$ cat config.mk
export PLATFORM = sky130hd
export DESIGN_NAME = control_de_operandos
export DESIGN_NICKNAME = d
export VERILOG_FILES = /design/src/rtl/control_de_operandos.sv
export SDC_FILE = /design/constraint.sdc
export NUM_CORES = 1
export LEC_CHECK = 0
export CORE_MARGIN = 2
export CORE_UTILIZATION = 52
export DETAILED_ROUTE_END_ITERATION = 10
export GPL_ROUTABILITY_DRIVEN = 0
export PLACE_DENSITY_LB_ADDON = 0.08
export SLEW_MARGIN = 5
export SYNTH_ARGS = -nofsm -noshare
export SYNTH_HDL_FRONTEND = slang
export SYNTH_SLANG_ARGS = --single-unit
$ cat constraint.sdc
create_clock -name clk -period 3.6 [get_ports clk]
set_clock_uncertainty 0.15 [all_clocks]
set_input_delay 0.9 -clock clk [delete_from_list [all_inputs] [get_ports clk]]
set_output_delay 0.9 -clock clk [all_outputs]
set_load 0.05 [all_outputs]
$ cat src/rtl/control_de_operandos.sv
// control_de_operandos
//   Sequencing controller behind the keypad reader. Each latched key (digit,
//   clear or save) is consumed once and acknowledged with a one-cycle key_ack
//   pulse. Two decimal operands of up to NUM_DIGITS digits are assembled, and
//   their sum is computed and held on the second save.
//
// Ports
//   clk           system clock
//   rst_n         asynchronous active-low reset
//   key_valid     reader holds a latched key until acknowledged
//   key_num       digit of the latched key (0-9 meaningful)
//   key_clear     latched key is clear (qualified by key_valid)
//   key_save      latched key is save/enter (qualified by key_valid)
//   key_ack       one-cycle pulse: key consumed
//   operand_a     committed operand A
//   operand_b     committed operand B
//   result        registered operand_a + operand_b
//   result_valid  high while the sum is being shown
//   display_value entry being typed, or the result once done
//   digit_count   digits in the current entry
//   state_out     0 = entering A, 1 = entering B, 2 = done
module control_de_operandos #(
  parameter int NUM_DIGITS = 3,
  parameter int BIN_WIDTH  = 10
) (
  input  logic                 clk,
  input  logic                 rst_n,
  input  logic                 key_valid,
  input  logic [3:0]           key_num,
  input  logic                 key_clear,
  input  logic                 key_save,
  output logic                 key_ack,
  output logic [BIN_WIDTH-1:0] operand_a,
  output logic [BIN_WIDTH-1:0] operand_b,
  output logic [BIN_WIDTH:0]   result,
  output logic                 result_valid,
  output logic [BIN_WIDTH:0]   display_value,
  output logic [1:0]           digit_count,
  output logic [1:0]           state_out
);

  typedef enum logic [1:0] {
    S_A    = 2'd0,
    S_B    = 2'd1,
    S_DONE = 2'd2,
    S_BAD  = 2'd3
  } state_t;

  localparam logic [1:0] MAX_CNT = 2'(NUM_DIGITS);
  localparam int         WIDE_W  = BIN_WIDTH + 4;

  // Append one decimal digit to the accumulated entry (unsigned, truncated).
  function automatic logic [BIN_WIDTH-1:0] shift_in_digit(
    input logic [BIN_WIDTH-1:0] acc,
    input logic [3:0]           d
  );
    logic [WIDE_W-1:0] wide;
    wide = ({4'd0, acc} * WIDE_W'(10)) + WIDE_W'(d);
    return wide[BIN_WIDTH-1:0];
  endfunction

  // Zero-extended sum so the carry out of the top bit is kept.
  function automatic logic [BIN_WIDTH:0] add_operands(
    input logic [BIN_WIDTH-1:0] x,
    input logic [BIN_WIDTH-1:0] y
  );
    return {1'b0, x} + {1'b0, y};
  endfunction

  state_t               state, state_n;
  logic [BIN_WIDTH-1:0] entry, entry_n;
  logic [1:0]           count, count_n;
  logic [BIN_WIDTH-1:0] opa_n, opb_n;
  logic [BIN_WIDTH:0]   res_n;
  logic                 armed, armed_n;
  logic                 ack_n;
  logic                 accept;

  always_ff @(posedge clk or negedge rst_n) begin
    if (!rst_n) begin
      state     <= S_A;
      entry     <= '0;
      count     <= '0;
      operand_a <= '0;
      operand_b <= '0;
      result    <= '0;
      armed     <= 1'b1;
      key_ack   <= 1'b0;
    end else begin
      state     <= state_n;
      entry     <= entry_n;
      count     <= count_n;
      operand_a <= opa_n;
      operand_b <= opb_n;
      result    <= res_n;
      armed     <= armed_n;
      key_ack   <= ack_n;
    end
  end

  assign accept = key_valid & armed;

  always_comb begin
    state_n = state;
    entry_n = entry;
    count_n = count;
    opa_n   = operand_a;
    opb_n   = operand_b;
    res_n   = result;
    ack_n   = 1'b0;
    // Re-arm only once the reader has dropped key_valid, so a held key
    // is consumed exactly once.
    armed_n = armed | ~key_valid;

    if (state == S_BAD) begin
      // Unreachable encoding: recover to a clean S_A, keys wait.
      state_n = S_A;
      entry_n = '0;
      count_n = '0;
      opa_n   = '0;
      opb_n   = '0;
      res_n   = '0;
    end else if (accept) begin
      ack_n   = 1'b1;
      armed_n = 1'b0;
      if (key_clear) begin
        if (count != 2'd0) begin
          entry_n = '0;
          count_n = '0;
        end else begin
          opa_n   = '0;
          opb_n   = '0;
          res_n   = '0;
          entry_n = '0;
          state_n = S_A;
        end
      end else if (key_save) begin
        case (state)
          S_A: begin
            opa_n   = entry;
            entry_n = '0;
            count_n = '0;
            state_n = S_B;
          end
          S_B: begin
            opb_n   = entry;
            res_n   = add_operands(operand_a, entry);
            entry_n = '0;
            count_n = '0;
            state_n = S_DONE;
          end
          default: ;
        endcase
      end else if (key_num <= 4'd9) begin
        if (state == S_DONE) begin
          // A new digit after a result starts a fresh calculation.
          opa_n   = '0;
          opb_n   = '0;
          res_n   = '0;
          entry_n = BIN_WIDTH'(key_num);
          count_n = 2'd1;
          state_n = S_A;
        end else if (count < MAX_CNT) begin
          entry_n = shift_in_digit(entry, key_num);
          count_n = count + 2'd1;
        end
      end
    end
  end

  assign result_valid  = (state == S_DONE);
  assign display_value = (state == S_DONE) ? result : {1'b0, entry};
  assign digit_count   = count;
  assign state_out     = state;

endmodule

# Yosys cells after proc, flatten, opt, wreduce, memory -nomap -nowiden
# Cells that the tools add are included.
# W data, S select, Z words.
# op_classes
n_addsub	3
multipliers	1
order_cmp	2
eq_ne	9
n_mux	51
n_bitwise	3
reduce_logical	12
# ops
operator	count
$mux W10	21
$mux W11	9
$mux W2	16
$reduce_and A5 Y1	4
$add A10 B10 Y11	1
$add A10 B4 Y10	1
$mul A10 B3 Y9 const B	1
$ne A4 B2 Y1 const B	2
$reduce_bool A4 Y1	2
$ne A5 B2 Y1 const B	1
$reduce_bool A5 Y1	1
$eq A2 B2 Y1 const B	2
$le A4 B4 Y1 const B	1
$mux W1	4
$ne A4 B3 Y1 const B	1
$pmux W2 S2	1
$reduce_and A4 Y1	1
$reduce_bool A2 Y1	2
$ne A3 B1 Y1 const B	1
$ne A3 B3 Y1 const B	1
$add A2 B1 Y2 const B	1
$eq A2 B1 Y1 const B	1
$logic_not A2 Y1	1
$lt A2 B2 Y1 const B	1
4 further kinds	4
# totals
regBits	47
in_bits	9
out_inout_bits	48
wordCells	89

# Longest topological paths before layout
# Gate-level depths: netlist (run 1).
# depth
depth_word	9
ltp_mapped	9
mapped_depth_nobuf	9

# Least setup slack after synthesis (run 1)
# Ideal clock, no wire load.
# synth_path
path_type	register -> output
startpoint	reg state[0] (netlist: state_out[0])
endpoint	out display_value[1]
arrival_time_ps	2817
t_required_ps	2550
path_slack_ps	-267
path_stages_with_launch	6
path_buffers	2
cell_sequence	dfrtp_1 inv_1 ha_1 buf_4 clkbuf_1 o21ai_0
# synth_via
elab_chain_len	2
# synth_rtl
item	line	source
start: declaration	70	state_t state, state_n;
start signal: assignment	90	state <= state_n;
$eq A2 B2 Y1	n/a	
named net result_valid	36	output logic result_valid,
$mux W11	172	assign display_value = (state == S_DONE) ? result : {1'b0, entry};
end: declaration	37	output logic [BIN_WIDTH:0] display_value,
# The timed path passes the listed nets, and every way through them passes these cells.

# Worst setup path in the final report (run 1)
# layout_path
startpoint	reg state[0] (netlist: state_out[0])
endpoint	out display_value[5]
# layout_via
elab_chain_len	2
# layout_rtl
item	line
$eq A2 B2 Y1	172
$mux W11	172
# No other way between the ends.

==> summary.md, run 1 <==
| Metric | Value |
|---|---|
| Status | completed |
| Clk Tree Root Cell | clkbuf_8 |
| Post-Syn Instances | 294 |
| HPWL Detailed | 4730 um |
| Leakage power | 1.77 nW |
| Final hold violations | 0 |
| Critical path capture point type | primary output |
| DP Worst Slack | 0.309 ns |
| Ys async rst share | 1.00 |
| Die width | 78.9 um |
| Minimum hold slack | 0.335 ns |
| CTS tree | built |
| Post-synth top area share | 0.394 |
| Post-Synth Adder-Cell Area | 0.149 |
| Post-synth cell types | 39 |
| Global Route Usage Sum | 0.222 |
| Clk_lat worst skew | 0.30 ns |
| Syn_nets | 336 |
| Seq cells post-synth | 47 |
| Hold Crit Class | reg -> reg |
| Final worst slack | 0.199 ns |
| Yosys warning count | 0 |
| DRT Pass-1 Iters | 4 |
| Multi-input gate area | 0.00165 mm^2 |
| Syn Std Cell Area | 0.00292 mm^2 |
| CP required | 2.55 ns |
| Top Family by Delay on Critical Path | buffers and inverters |
| Worst Path Max Fanout | 14 |
| CP bufs+invs | 2 |
| Crit path arrival time | 2.35 ns |
| DIE HEIGHT | 78.9 um |
| Storage cell area | 0.00118 mm^2 |
| Peak supply drop | 0.443 mV |
| Layout fillers | 467 |
| EDFF count, synth | 0 |
| Routed Antenna Nets | 0 |
| Post-Route WL | 6230 um |
| Area leader, netlist | dfrtp_1 |
| Vias in the first global route | 2257 |
| Clk slew on worst S/H paths | 0.10 ns |
| Vias | 2297 |
| Post-synthesis xor/xnor area fraction | 0.0647 |
| Antenna violations before repair | 0 |
| Hold-fix buffers, CTS | 0 |
| Fmax | 294 MHz |
| First-pass GRT wire length | 10900 um |
| Pin count of the biggest net entering global routing | 48 |
| Nets | 395 |
| Main combinational cell family by area after synthesis | compound AO/OA/AOI/OAI gates |
| Final setup fails | 0 |
| Min Tclk post-route | 3.40 ns |
| RSZ-0062 raised after global routing | false |
| DRC | 0 |
| # IOs | 57 |
| Slew headroom | 0.311 |
| Slowest library cell on the worst path | clkdlybuf4s50_1 |
| Fin crit share | 0.945 |
| CP Launch Type | flip-flop |
| Setup tns final | 0 ns |
| Top post-synthesis cells by area | dfrtp_1, ha_1, nand2_1, mux2_2, o21ai_0 |
| Die area | 0.00623 mm^2 |
| CP startpoint | state_out[0] |
| Mux cell area share after synthesis | 0.0519 |
| GRT overflow | 0 |
| Tightest Pin Transition | 1.03 ns |
| Wire per inst | 14.6 um |
| CTS buffer count | 5 |
| Critical path class | reg -> out |
| Simple-Gate Fraction of Synth Area | 0.130 |
| Diode count | 0 |
| I/O Buffers | 56 |
| Crit path cell chain | inv_1 > ha_2 > mux2_2 > clkdlybuf4s50_1 |
| Reg2Reg Launch Point | entry[1] |
| Compound-Gate Fraction of Synth Area | 0.167 |
| Share of layout cells above drive strength 1 | 0.127 |
| Initial drt markers | 130 |
| Pins Over Slew Limit | 0 |
| Worst Hold Launch | armed |
| Syn_area_per_cell | 9.93 um^2 |
| Pwr Density | 670 mW/mm^2 |
| Max Cap Viol | 0 |
| Delay of the slowest critical-path stage | 0.70 ns |
| Clock Sink Count | 47 |
| Sequential share of the synthesized area | 0.403 |
| Site Rows | 27 |
| Clock tree buffer depth | 2 |
| # H-tree levels | 2 |
| Main synth FF type | dfrtp_1 |
| Starting density of the core | 0.533 |
| Area growth syn-to-layout | 25.0% |
| Core region area | 0.00547 mm^2 |
| Via/cell ratio | 5.39 |
-- where the power goes --
group | internal (mW) | switching [mW] | leakage, nW
logic | 0.517 | 0.859 | 1.09
registers | 0.621 | 0.127 | 0.644
clock network | 0.135 | 0.185 | 0.0402
-- cells in the final DEF, fill, tap and decap left out, types with 5 or more instances in the layout --
cell type / instances
a21oi_1: 14
mux2_2: 9
clkdlybuf4s50_1: 49
dfrtp_1: 46
buf_4: 11
nor2_1: 7
nand3_1: 13
xnor2_1: 8
inv_1: 13
o21ai_2: 6
ha_1: 29
o21ai_0: 19
nand2_1: 51
xor2_1: 11
a21o_1: 6
clkbuf_8: 5
a22o_1: 11
mux2i_1: 5
-- final cells by class --
cell class,instances,area share
multi-input combinational,224,0.451
sequential,47,0.323
inverter,13,0.0134
timing repair buffer,62,0.164
clock inverter,3,0.00549
clock buffer,5,0.0189
tap,72,0.0247
-- cell families after synthesis --
group | after synthesis
AND/OR/NAND/NOR | 85
AO/OA/AOI/OAI | 72
flip-flops | 47
adder cells (fa/ha/maj) | 33
buffers and inverters | 23
XOR/XNOR | 20
multiplexers | 14
-- cell usage after synthesis (7+ instances only) --
| cell | number |
|---|---|
| nand3_1 | 13 |
| nand2_1 | 51 |
| inv_1 | 13 |
| mux2_2 | 9 |
| xor2_1 | 11 |
| xnor2_1 | 8 |
| a22o_1 | 11 |
| nor2_1 | 7 |
| dfrtp_1 | 46 |
| a21oi_1 | 14 |
| o21ai_0 | 20 |
| ha_1 | 30 |
-- flip-flops by register name (all words and copies together), names as in the netlist --
register,flops
result,11
entry,10
operand_a,10
operand_b,10
digit_count,2
state_out,2
armed,1
key_ack,1
-- layer usage --
metal  up-vias  part of all wire  global-route usage  wire length (um)
met5         -                 0                   0                 0
met4         0            0.0047              0.0414                29
met3         2             0.039              0.0352               245
met2        51              0.48               0.362              3010
met1      1093              0.47               0.318              2950
li1       1151                 -                   -                 -
-- per-stage QoR --
stage | power (mW) | cells | instance area [um^2] | util
finish | 2.44 | 426 | 3650 | 0.667
floorplan | 1.74 | 294 | 2920 | -
detailed placement | 2.14 | 418 | 3560 | 0.650
global route | 2.63 | 426 | 3650 | 0.667
global placement | 2.11 | 418 | 3560 | 0.650
CTS | 2.46 | 426 | 3650 | 0.667
-- what timing repair did --
action	in CTS	in global routing
endpoints found under the setup margin	5	0
resized for setup	1	0
setup buffers	0	0
-- final timing paths --
check	to	depth (start not counted)	slack [ns]
max in group asynchronous	operand_b[2]	1	2.03
min	armed	2	0.34
max reg2reg	entry[9]	9	0.82
min in group asynchronous	operand_b[1]	1	0.63
max	display_value[5]	4	0.20
min reg2reg	armed	2	0.34
-- tightest hold or removal path: cells and delay by family (launching register included) --
kind / cells / cell delay, ns
flops: 1 / 0.38
simple gates: 2 / 0.11
(Power assumes the default switching activity.)
==> run 2, diff against run 1 <==
--- a/config.mk
+++ b/config.mk
@@ -5,7 +5,6 @@
 export SDC_FILE = /design/constraint.sdc
 export NUM_CORES = 1
 export LEC_CHECK = 0
-export CORE_MARGIN = 2
 export CORE_UTILIZATION = 52
 export DETAILED_ROUTE_END_ITERATION = 10
 export GPL_ROUTABILITY_DRIVEN = 0
==> run 2 against run 1 <==
Against the previous run: highest routed layer unchanged; power rose by 1.2%; maximum frequency rose by 0.26%; global-route usage rose by 1.1 points; critical endpoint is now display_value[3]; sequential share of layout area fell by 0.20 points; sequential cell count did not move; hold slack improved by 0.0039 ns; clock-buffer cell count rose by 1; sequential power barely moved.
==> summary.md, run 2 (same netlist as run 1, synthesis figures left out) <==
| Metric | Value |
|---|---|
| Hold-fix buffers, CTS | 0 (unchanged) |
| Combinational share of power | 0.563 (about the same) |
| Vias | 2303 (+0.26%) |
| CP startpoint | state_out[0] |
| Vias in the first global route | 2201 (-2.5%) |
| Sequential Power Share | 0.301 (-0.005) |
| Final Cell Area | 0.00367 mm^2 (+0.62%) |
| CP required | 2.55 ns (about the same) |
| Dpl cell area | 0.00357 mm^2 (+0.35%) |
| Via/cell ratio | 5.42 (+0.50%) |
| Final hold violations | 0 (unchanged) |
| Critical path class | reg -> out |
| Crit path capture | display_value[3] |
| Pwr Density | 674 mW/mm^2 (+0.61%) |
| Hold Crit Class | reg -> reg |
| Commonest non-fill, non-tap cell in the layout | clkdlybuf4s50_1 |
| Fmax | 295 MHz (+0.26%) |
| GRT overflow | 0 (unchanged) |
| First-pass GRT wire length | 10900 um (-0.13%) |
| DIE HEIGHT | 76.9 um (-2.5%) |
| Clk slew on worst S/H paths | 0.09 ns (about the same) |
| CTS tree | built |
| Internal | 1.30 mW (+2.4%) |
| Clk pwr share | 0.136 (+0.005) |
| Pins Over Slew Limit | 0 (unchanged) |
| Site Rows | 26 (-3.7%) |
| Min Tclk post-route | 3.39 ns (-0.00883 ns) |
| Initial drt markers | 123 (-5.4%) |
| Setup tns final | 0 ns (unchanged) |
| I/O Buffers | 56 (unchanged) |
| Die area | 0.00592 mm^2 (-5.0%) |
| Critical path capture point type | primary output |
| Worst reg-to-reg setup slack | 0.85 ns (+0.03 ns) |
| Routed Antenna Nets | 0 (unchanged) |
| Clk_lat worst skew | 0.30 ns (about the same) |
| Most frequent cells in the layout | clkdlybuf4s50_1, nand2_1, dfrtp_1, ha_1, o21ai_0 |
| Clock tree buffer depth | 2 (unchanged) |
| Status | completed |
| Biggest register | result |
| Reg2Reg Launch Point | entry[3] |
| DRT Pass-1 Iters | 4 (unchanged) |
| Wire per inst | 14.7 um (+0.73%) |
| CTS buffer count | 5 (unchanged) |
| # IOs | 57 (unchanged) |
| Diode count | 0 (unchanged) |
| Max Cap Viol | 0 (unchanged) |
| Area growth syn-to-layout | 25.8% |
| Switching Share | 0.473 (-0.00578) |
| Slew headroom | 0.316 (+0.00488) |
| Final setup fails | 0 (unchanged) |
| Clk Tree Root Cell | clkbuf_8 |
| Peak supply drop | 0.393 mV (-11%) |
| Crit path arrival time | 2.34 ns (about the same) |
| Fin util | 0.697 (+0.0299) |
| Starting density of the core | 0.554 (+0.0205) |
| CP Launch Type | flip-flop |
| Worst Path Max Fanout | 15 (+1) |
| Pin count of the biggest net entering global routing | 48 (unchanged) |
| Max reg flops | 11 (unchanged) |
| # H-tree levels | 2 (unchanged) |
| HPWL Detailed | 4840 um (+2.4%) |
| Clock Sink Count | 47 (unchanged) |
| Core region area | 0.00527 mm^2 (-3.7%) |
| Global Route Usage Sum | 0.233 (+0.0111) |
| Sw power | 1.17 mW (about the same) |
| Tightest Pin Transition | 1.03 ns (-0.00732 ns) |
| DRC | 0 (unchanged) |
| Post-Route WL | 6260 um (+0.50%) |
| Share of layout cells above drive strength 1 | 0.121 (-0.00599) |
| Worst R2R End | entry[9] |
| Die width | 76.9 um (-2.5%) |
| Worst Reg2Reg Path Length in Cells | 8 (-1) |
| Leakage power | 1.78 nW (+0.37%) |
| Nets | 396 (+0.25%) |
| RSZ-0062 raised after global routing | false |
| Antenna violations before repair | 0 (unchanged) |
| Fin crit share | 0.942 (-0.00245) |
==> run 2: power by group through the flow <==
stage	Combinational (mW)	Sequential (mW)	Clock (mW)
after floorplan	0.820	0.923	0
after detailed placement	1.39	0.757	0
after global placement	1.36	0.753	0
after global routing	1.52	0.764	0.364
final	1.39	0.745	0.336
after CTS	1.40	0.746	0.343
==> run 2: through the flow <==
| stage | power [mW] | cells | setup slack, ns | hold WS (ns) |
|---|---|---|---|---|
| finish | 2.47 | 425 | 0.208 | 0.339 |
| global route | 2.65 | 425 | 0.0928 | 0.353 |
| CTS | 2.49 | 425 | 0.195 | 0.342 |
| detailed placement | 2.15 | 417 | 0.323 | 0.327 |
| global placement | 2.12 | 417 | 0.382 | 0.310 |
| floorplan | 1.74 | 294 | 0.115 | 0.298 |
==> run 2: how the worst min path moves through the flow <==
stage | startpoint | endpoint | slack (ns) | cells past startpoint
final | operand_b[1] | operand_b[1] | 0.34 | 2
after global routing | armed | armed | 0.35 | 2
after CTS | armed | armed | 0.34 | 2
after detailed placement | armed | armed | 0.33 | 2
after global placement | armed | armed | 0.31 | 2
after floorplan | armed | armed | 0.30 | 2
==> run 2: cell type report <==
type	count	area (um^2)
clock buffers	6	82.6
clock inverters	2	16.3
fillers	433	1600
inverters	13	48.8
multi-input cells	224	1650
flip-flops and latches	47	1180
well taps	70	87.6
repair buffers	63	613
==> run 2: routing by layer <==
metal,vias up,global-route usage,share of wire
met5,-,0,0
met4,0,0.0808,0.021
met3,11,0.0310,0.033
met2,56,0.370,0.46
met1,1082,0.325,0.49
li1,1154,-,-
==> run 2: what timing repair did <==
action,in CTS,in global routing
gates resized for setup,1,0
setup endpoints to repair,3,0
setup buffers,0,0
endpoints found under the hold margin,0,0
==> run 2: critical path, stage by stage, from the launching register on <==
cell and delay [ns]:
dfrtp_1 0.44, inv_1 0.11, ha_2 0.41, mux2_2 0.38
clkdlybuf4s50_1 0.70
